## config.mk

```make
export PLATFORM = sky130hd
export DESIGN_NAME = if_fetch_unit
export DESIGN_NICKNAME = d
export VERILOG_FILES = /design/src/rtl/if_fetch_unit.sv
export SDC_FILE = /design/constraint.sdc
export NUM_CORES = 1
export LEC_CHECK = 0
export CAP_MARGIN = 20
export CORE_MARGIN = 4
export CORE_UTILIZATION = 44
export DETAILED_ROUTE_END_ITERATION = 8
export MAX_ROUTING_LAYER = met4
export PLACE_DENSITY = 0.76
export SYNTH_ARGS = -nofsm -noshare
export SYNTH_HDL_FRONTEND = slang
export SYNTH_SLANG_ARGS = --single-unit
```

## constraint.sdc

```tcl
create_clock -name clk -period 2.4 [get_ports clk]
set_input_delay 0.48 -clock clk [delete_from_list [all_inputs] [get_ports clk]]
set_output_delay 0.48 -clock clk [all_outputs]
set_load 0.05 [all_outputs]
```

## src/rtl/if_fetch_unit.sv

```systemverilog
// Instruction-fetch stage: PC, imem req/ready handshake, one-entry skid buffer, redirect flush.
// Optional misaligned-redirect fault and HALT state enabled by defining IF_ALIGN_CHECK_EN.
module if_fetch_unit #(
    parameter logic [31:0] RESET_PC = 32'h0000_0000
) (
    input  logic        clk,
    input  logic        clr,
    input  logic        stall,
    input  logic        redirect,
    input  logic [31:0] target,
    output logic        imem_req,
    output logic [31:0] imem_addr,
    input  logic        imem_ready,
    input  logic [31:0] imem_rdata,
    output logic [31:0] ins,
    output logic [31:0] p4,
    output logic        ins_valid,
    output logic [31:0] pc,
    output logic        fetch_fault
);

`ifdef IF_ALIGN_CHECK_EN
    typedef enum logic [1:0] {StFetch, StFull, StDrop, StHalt} state_e;
`else
    typedef enum logic [1:0] {StFetch, StFull, StDrop} state_e;
`endif

    state_e      state_q, state_d;
    logic [31:0] pc_q, pc_d;
    logic [31:0] addr_q, addr_d;
    logic        req_q, req_d;
    logic [31:0] ins_q, ins_d;
    logic [31:0] p4_q, p4_d;
    logic        valid_q, valid_d;
    logic [31:0] skid_ins_q, skid_ins_d;
    logic [31:0] skid_p4_q, skid_p4_d;

    logic [31:0] pc_plus4;
    logic [31:0] tgt;
    logic        done;
    logic        redirect_ok;

`ifdef IF_ALIGN_CHECK_EN
    logic        fault_q, fault_d;
    logic        misaligned;

    assign tgt         = target;
    assign misaligned  = |target[1:0];
    // Once faulted, the unit ignores redirects until clr.
    assign redirect_ok = redirect & ~fault_q;
`else
    assign tgt         = target & 32'hFFFF_FFFC;
    assign redirect_ok = redirect;
`endif

    assign pc_plus4 = pc_q + 32'd4;
    assign done     = req_q & imem_ready;

    always_comb begin
        state_d    = state_q;
        pc_d       = pc_q;
        addr_d     = addr_q;
        req_d      = req_q;
        ins_d      = ins_q;
        p4_d       = p4_q;
        valid_d    = valid_q;
        skid_ins_d = skid_ins_q;
        skid_p4_d  = skid_p4_q;
`ifdef IF_ALIGN_CHECK_EN
        fault_d    = fault_q;
`endif

        if (redirect_ok) begin
            pc_d    = tgt;
            valid_d = 1'b0;
`ifdef IF_ALIGN_CHECK_EN
            if (misaligned) begin
                fault_d = 1'b1;
                if (req_q && !imem_ready) begin
                    state_d = StDrop;
                end else begin
                    state_d = StHalt;
                    req_d   = 1'b0;
                end
            end else
`endif
            if (req_q && !imem_ready) begin
                // Outstanding request keeps its address until memory completes it.
                state_d = StDrop;
            end else begin
                state_d = StFetch;
                req_d   = 1'b1;
                addr_d  = tgt;
            end
        end else begin
            if (valid_q && !stall) begin
                valid_d = 1'b0;
            end

            unique case (state_q)
                StFetch: begin
                    req_d = 1'b1;
                    if (done) begin
                        if (!valid_q || !stall) begin
                            ins_d   = imem_rdata;
                            p4_d    = pc_plus4;
                            valid_d = 1'b1;
                        end else begin
                            skid_ins_d = imem_rdata;
                            skid_p4_d  = pc_plus4;
                            state_d    = StFull;
                            req_d      = 1'b0;
                        end
                        pc_d   = pc_plus4;
                        addr_d = pc_plus4;
                    end
                end
                StFull: begin
                    if (!stall) begin
                        ins_d   = skid_ins_q;
                        p4_d    = skid_p4_q;
                        valid_d = 1'b1;
                        state_d = StFetch;
                        req_d   = 1'b1;
                        addr_d  = pc_q;
                    end
                end
                StDrop: begin
                    if (done) begin
`ifdef IF_ALIGN_CHECK_EN
                        if (fault_q) begin
                            state_d = StHalt;
                            req_d   = 1'b0;
                        end else begin
                            state_d = StFetch;
                            addr_d  = pc_q;
                        end
`else
                        state_d = StFetch;
                        addr_d  = pc_q;
`endif
                    end
                end
`ifdef IF_ALIGN_CHECK_EN
                StHalt: begin
                    req_d   = 1'b0;
                    valid_d = 1'b0;
                end
`endif
                default: begin
                    state_d = StFetch;
                end
            endcase
        end
    end

    always_ff @(posedge clk) begin
        if (clr) begin
            state_q    <= StFetch;
            pc_q       <= RESET_PC;
            addr_q     <= RESET_PC;
            req_q      <= 1'b0;
            ins_q      <= 32'd0;
            p4_q       <= 32'd0;
            valid_q    <= 1'b0;
            skid_ins_q <= 32'd0;
            skid_p4_q  <= 32'd0;
`ifdef IF_ALIGN_CHECK_EN
            fault_q    <= 1'b0;
`endif
        end else begin
            state_q    <= state_d;
            pc_q       <= pc_d;
            addr_q     <= addr_d;
            req_q      <= req_d;
            ins_q      <= ins_d;
            p4_q       <= p4_d;
            valid_q    <= valid_d;
            skid_ins_q <= skid_ins_d;
            skid_p4_q  <= skid_p4_d;
`ifdef IF_ALIGN_CHECK_EN
            fault_q    <= fault_d;
`endif
        end
    end

    assign imem_req  = req_q;
    assign imem_addr = addr_q;
    assign ins       = ins_q;
    assign p4        = p4_q;
    assign ins_valid = valid_q;
    assign pc        = pc_q;
`ifdef IF_ALIGN_CHECK_EN
    assign fetch_fault = fault_q;
`else
    assign fetch_fault = 1'b0;
`endif

endmodule

```

==> flow_metrics.py <==
metrics = {
    "sta": {
        "hold_violations": 0,
        "setup_violations": 0,
        "tightest_slew_ns": 0.5748,
        "timing.hold.ws_ns": 0.3508,
        "max_slew_margin_pct": 61.56,
        "drv_slew": 0,
        "rsz0062_at_grt": "no",
        "max_freq_mhz": 428.2,
        "timing.final.crit_period_ns": 2.335,
        "timing.final.crit_share_pct": 97.31,
        "skew_ns": 0.01432,
    },
    "cts": {
        "worstSkewPairLatency_ns": 0.44,
        "cts_tree": "yes",
        "clk_pin_slew_ns": 0.08,
        "cts-buffers-inserted": 17,
        "cts_sinks": 188,
        "h-tree-depth": 4,
        "clock_path_buffers": 2,
        "cts_root_buf": "clkbuf_16",
    },
    "min_path": {
        "hold_path_depth": 2,
        "hold_class": "primary input to flop",
        "hp-start": "clr",
        "hold_end": "p4[21]",
    },
    "placed_design": {
        "place_congestion": 0.9503,
        "io_buffers": 190,
        "post-dp-hpwl_um": 20890,
        "placed_area_um2": 11810,
        "dp.cells": 1576,
    },
    "final_layout": {
        "final_common_cell": "dfxtp_1",
        "fin_nets": 1395,
        "drive_gt1_share_pct": 11.61,
        "fin_area_um2": 12480,
        "fin_cells": 1610,
        "final_cell_mix": "dfxtp_1 (187), clkdlybuf4s50_1 (181), nand2_1 (154), nor2_1 (110), a21oi_1 (96)",
        "insertedDiodeCount": 0,
        "areaGrowthSynthToFinish_pct": 31.99,
        "post-route-util_pct": 59.19,
    },
    "synth": {
        "syn_area_per_cell_um2": 8.288,
        "yosys_warnings": 0,
        "synth-edff-count": 0,
        "ys_ff_latch": 188,
        "synth-main-ff-cell": "dfxtp_1",
        "ys_types": 72,
        "synth_area_um2": 9457,
        "ys_seq_area_share_pct": 39.80,
        "netlist_instances": 1141,
        "async_flop_share_pct": 0,
    },
    "critical_path": {
        "r2r-start": "state_q[0]",
        "path_buf_inv": 2,
        "crit_path_start_kind": "flop",
        "end_kind": "output pin",
        "cp_max_fo": 6,
        "ff2ff_setup_slack_ns": 0.13,
        "worstReg2RegEnd": "imem_addr[12]",
        "critPathRequiredTime_ns": 1.92,
        "critPathSlowestCell": "clkdlybuf4s50_1",
        "path_cells": "buf_4, clkdlybuf4s50_1",
        "crit_type": "flop to output pin",
        "rr_worst_depth": 7,
        "critPathArrivalTime_ns": 1.86,
        "cp_top_family": "buffers and inverters",
        "critPathMaxStageDelay_ns": 0.83,
    },
    "global_route": {
        "grt_max_degree": 68,
        "grt_overflow": 0,
        "grt_pass1_vias": 8656,
        "grt_use_total_pct": 24.14,
        "antenna_found_initial": 0,
        "grt_pass1_wl_um": 45630,
    },
    "die": {
        "die_h_um": 154.6,
        "initial_utilization_pct": 44.84,
        "pin_count": 200,
        "die_area_um2": 23900,
        "coreArea_um2": 21090,
        "num_rows": 53,
        "die_w_um": 154.6,
    },
    "routing": {
        "drt_iter0_drc": 808,
        "first_pass_iters": 5,
        "drc": 0,
        "avgViaCountPerCell": 5.693,
        "antenna_left": 0,
        "dr_total_vias": 9165,
        "drt_wl_total_um": 29170,
        "wl_per_cell_um": 18.11,
    },
    "pwr": {
        "ir_drop_uv": 450.3,
        "power.total_w": 0.007720,
        "powerDensity_nw_per_um2": 618.5,
        "power_leakage_nw": 4.412,
    },
    "run": {
        "maxCapViolCount": 0,
    },
    "status": {
        "status": "finished clean",
    },
}
## layout make-up
class                      instances  area, um2
sequential                       188       3765
clock inverter                    15      193.9
tap                              275      344.1
fill                            1864       8606
timing repair buffer             274       2603
inverter                          10      37.54
clock buffer                      17      425.4
multi-input combinational        831       5114
## report_power, final
group,internal (W),total [W],leakage (nW),switching (W)
Combinational,0.000538,0.00147,2.58,0.000931
Clock,0.00143,0.00290,0.297,0.00147
Sequential,0.00324,0.00335,1.53,0.000111
## through the flow
stage | TNS, ns | setup WS, ns
after floorplan | 0 | 0.05546
final | 0 | 0.06454
after CTS | 0 | 0.01108
after detailed placement | -0.7169 | -0.06089
after global placement | -0.2974 | -0.1252
after global routing | 0 | 0.0006086
## synth_stat cells, types with 17 or more instances
cell type	count	area (um2)
dfxtp_1	188	3764
and3_1	17	106.4
mux2i_1	42	420.4
clkbuf_1	57	214.0
nand3_1	27	135.1
buf_4	20	150.1
o21ai_0	36	180.2
xnor2_1	36	315.3
nand2_1	154	578.1
a21oi_1	97	485.5
xor2_1	23	201.4
nor2_1	110	412.9
nor4_1	23	143.9
nor3_1	34	170.2
buf_2	22	110.1
a211oi_1	57	427.9
## layer usage
metal,track usage (%),share of wire (%)
met3,4.337,5.7
met5,-,0
met4,8.873,2.9
met2,37.35,47
met1,31.69,45
## kinds of logic (layout without fill, tap and decap cells)
logic type	after synthesis	after routing	share of synthesized area, %
and+or+nand+nor	441	441	23.47
AOI/OAI and AO/OA	276	276	19.21
DFF	188	188	39.80
buffers and inverters	128	316	6.801
xor gates and xnor gates	59	59	5.464
muxes	44	44	4.684
adders and majority gates	4	4	0.5293
other	1	7	0.03965
## sequential cells by signal, indices dropped and copies added, names as in the netlist
register,count
imem_addr,30
imem_req,1
ins,32
ins_valid,1
p4,30
pc,30
skid_ins_q,32
skid_p4_q,30
state_q,2
## repair_timing
action,in CTS,in global routing
resized for setup,4,10
setup endpoints to repair,4,15
hold buffers,0,0
buffers inserted,0,1
cloned,0,1
pin swaps,0,1
## worst max-delay path by stage
stage                     slack [ns]       endpoint  cells past startpoint  startpoint
final                           0.06          pc[5]                      2       pc[5]
after floorplan                 0.06  imem_addr[12]                      7       pc[3]
after global routing          0.0006        ins[25]                      8  state_q[0]
after CTS                       0.01         pc[17]                      1      pc[17]
after global placement         -0.13         p4[11]                      7       stall
after detailed placement       -0.06  skid_p4_q[12]                      7  imem_ready
## worst reg2reg max path: cells and delay by family (launching register included)
family	cells	cell delay [ns]
adders and majority gates	1	0.51
and+or+nand+nor	2	0.48
buffers and inverters	2	0.35
DFF	1	0.41
xor gates and xnor gates	1	0.17
AOI/OAI and AO/OA	1	0.25
Note: power is estimated with default switching activity, not from simulation.
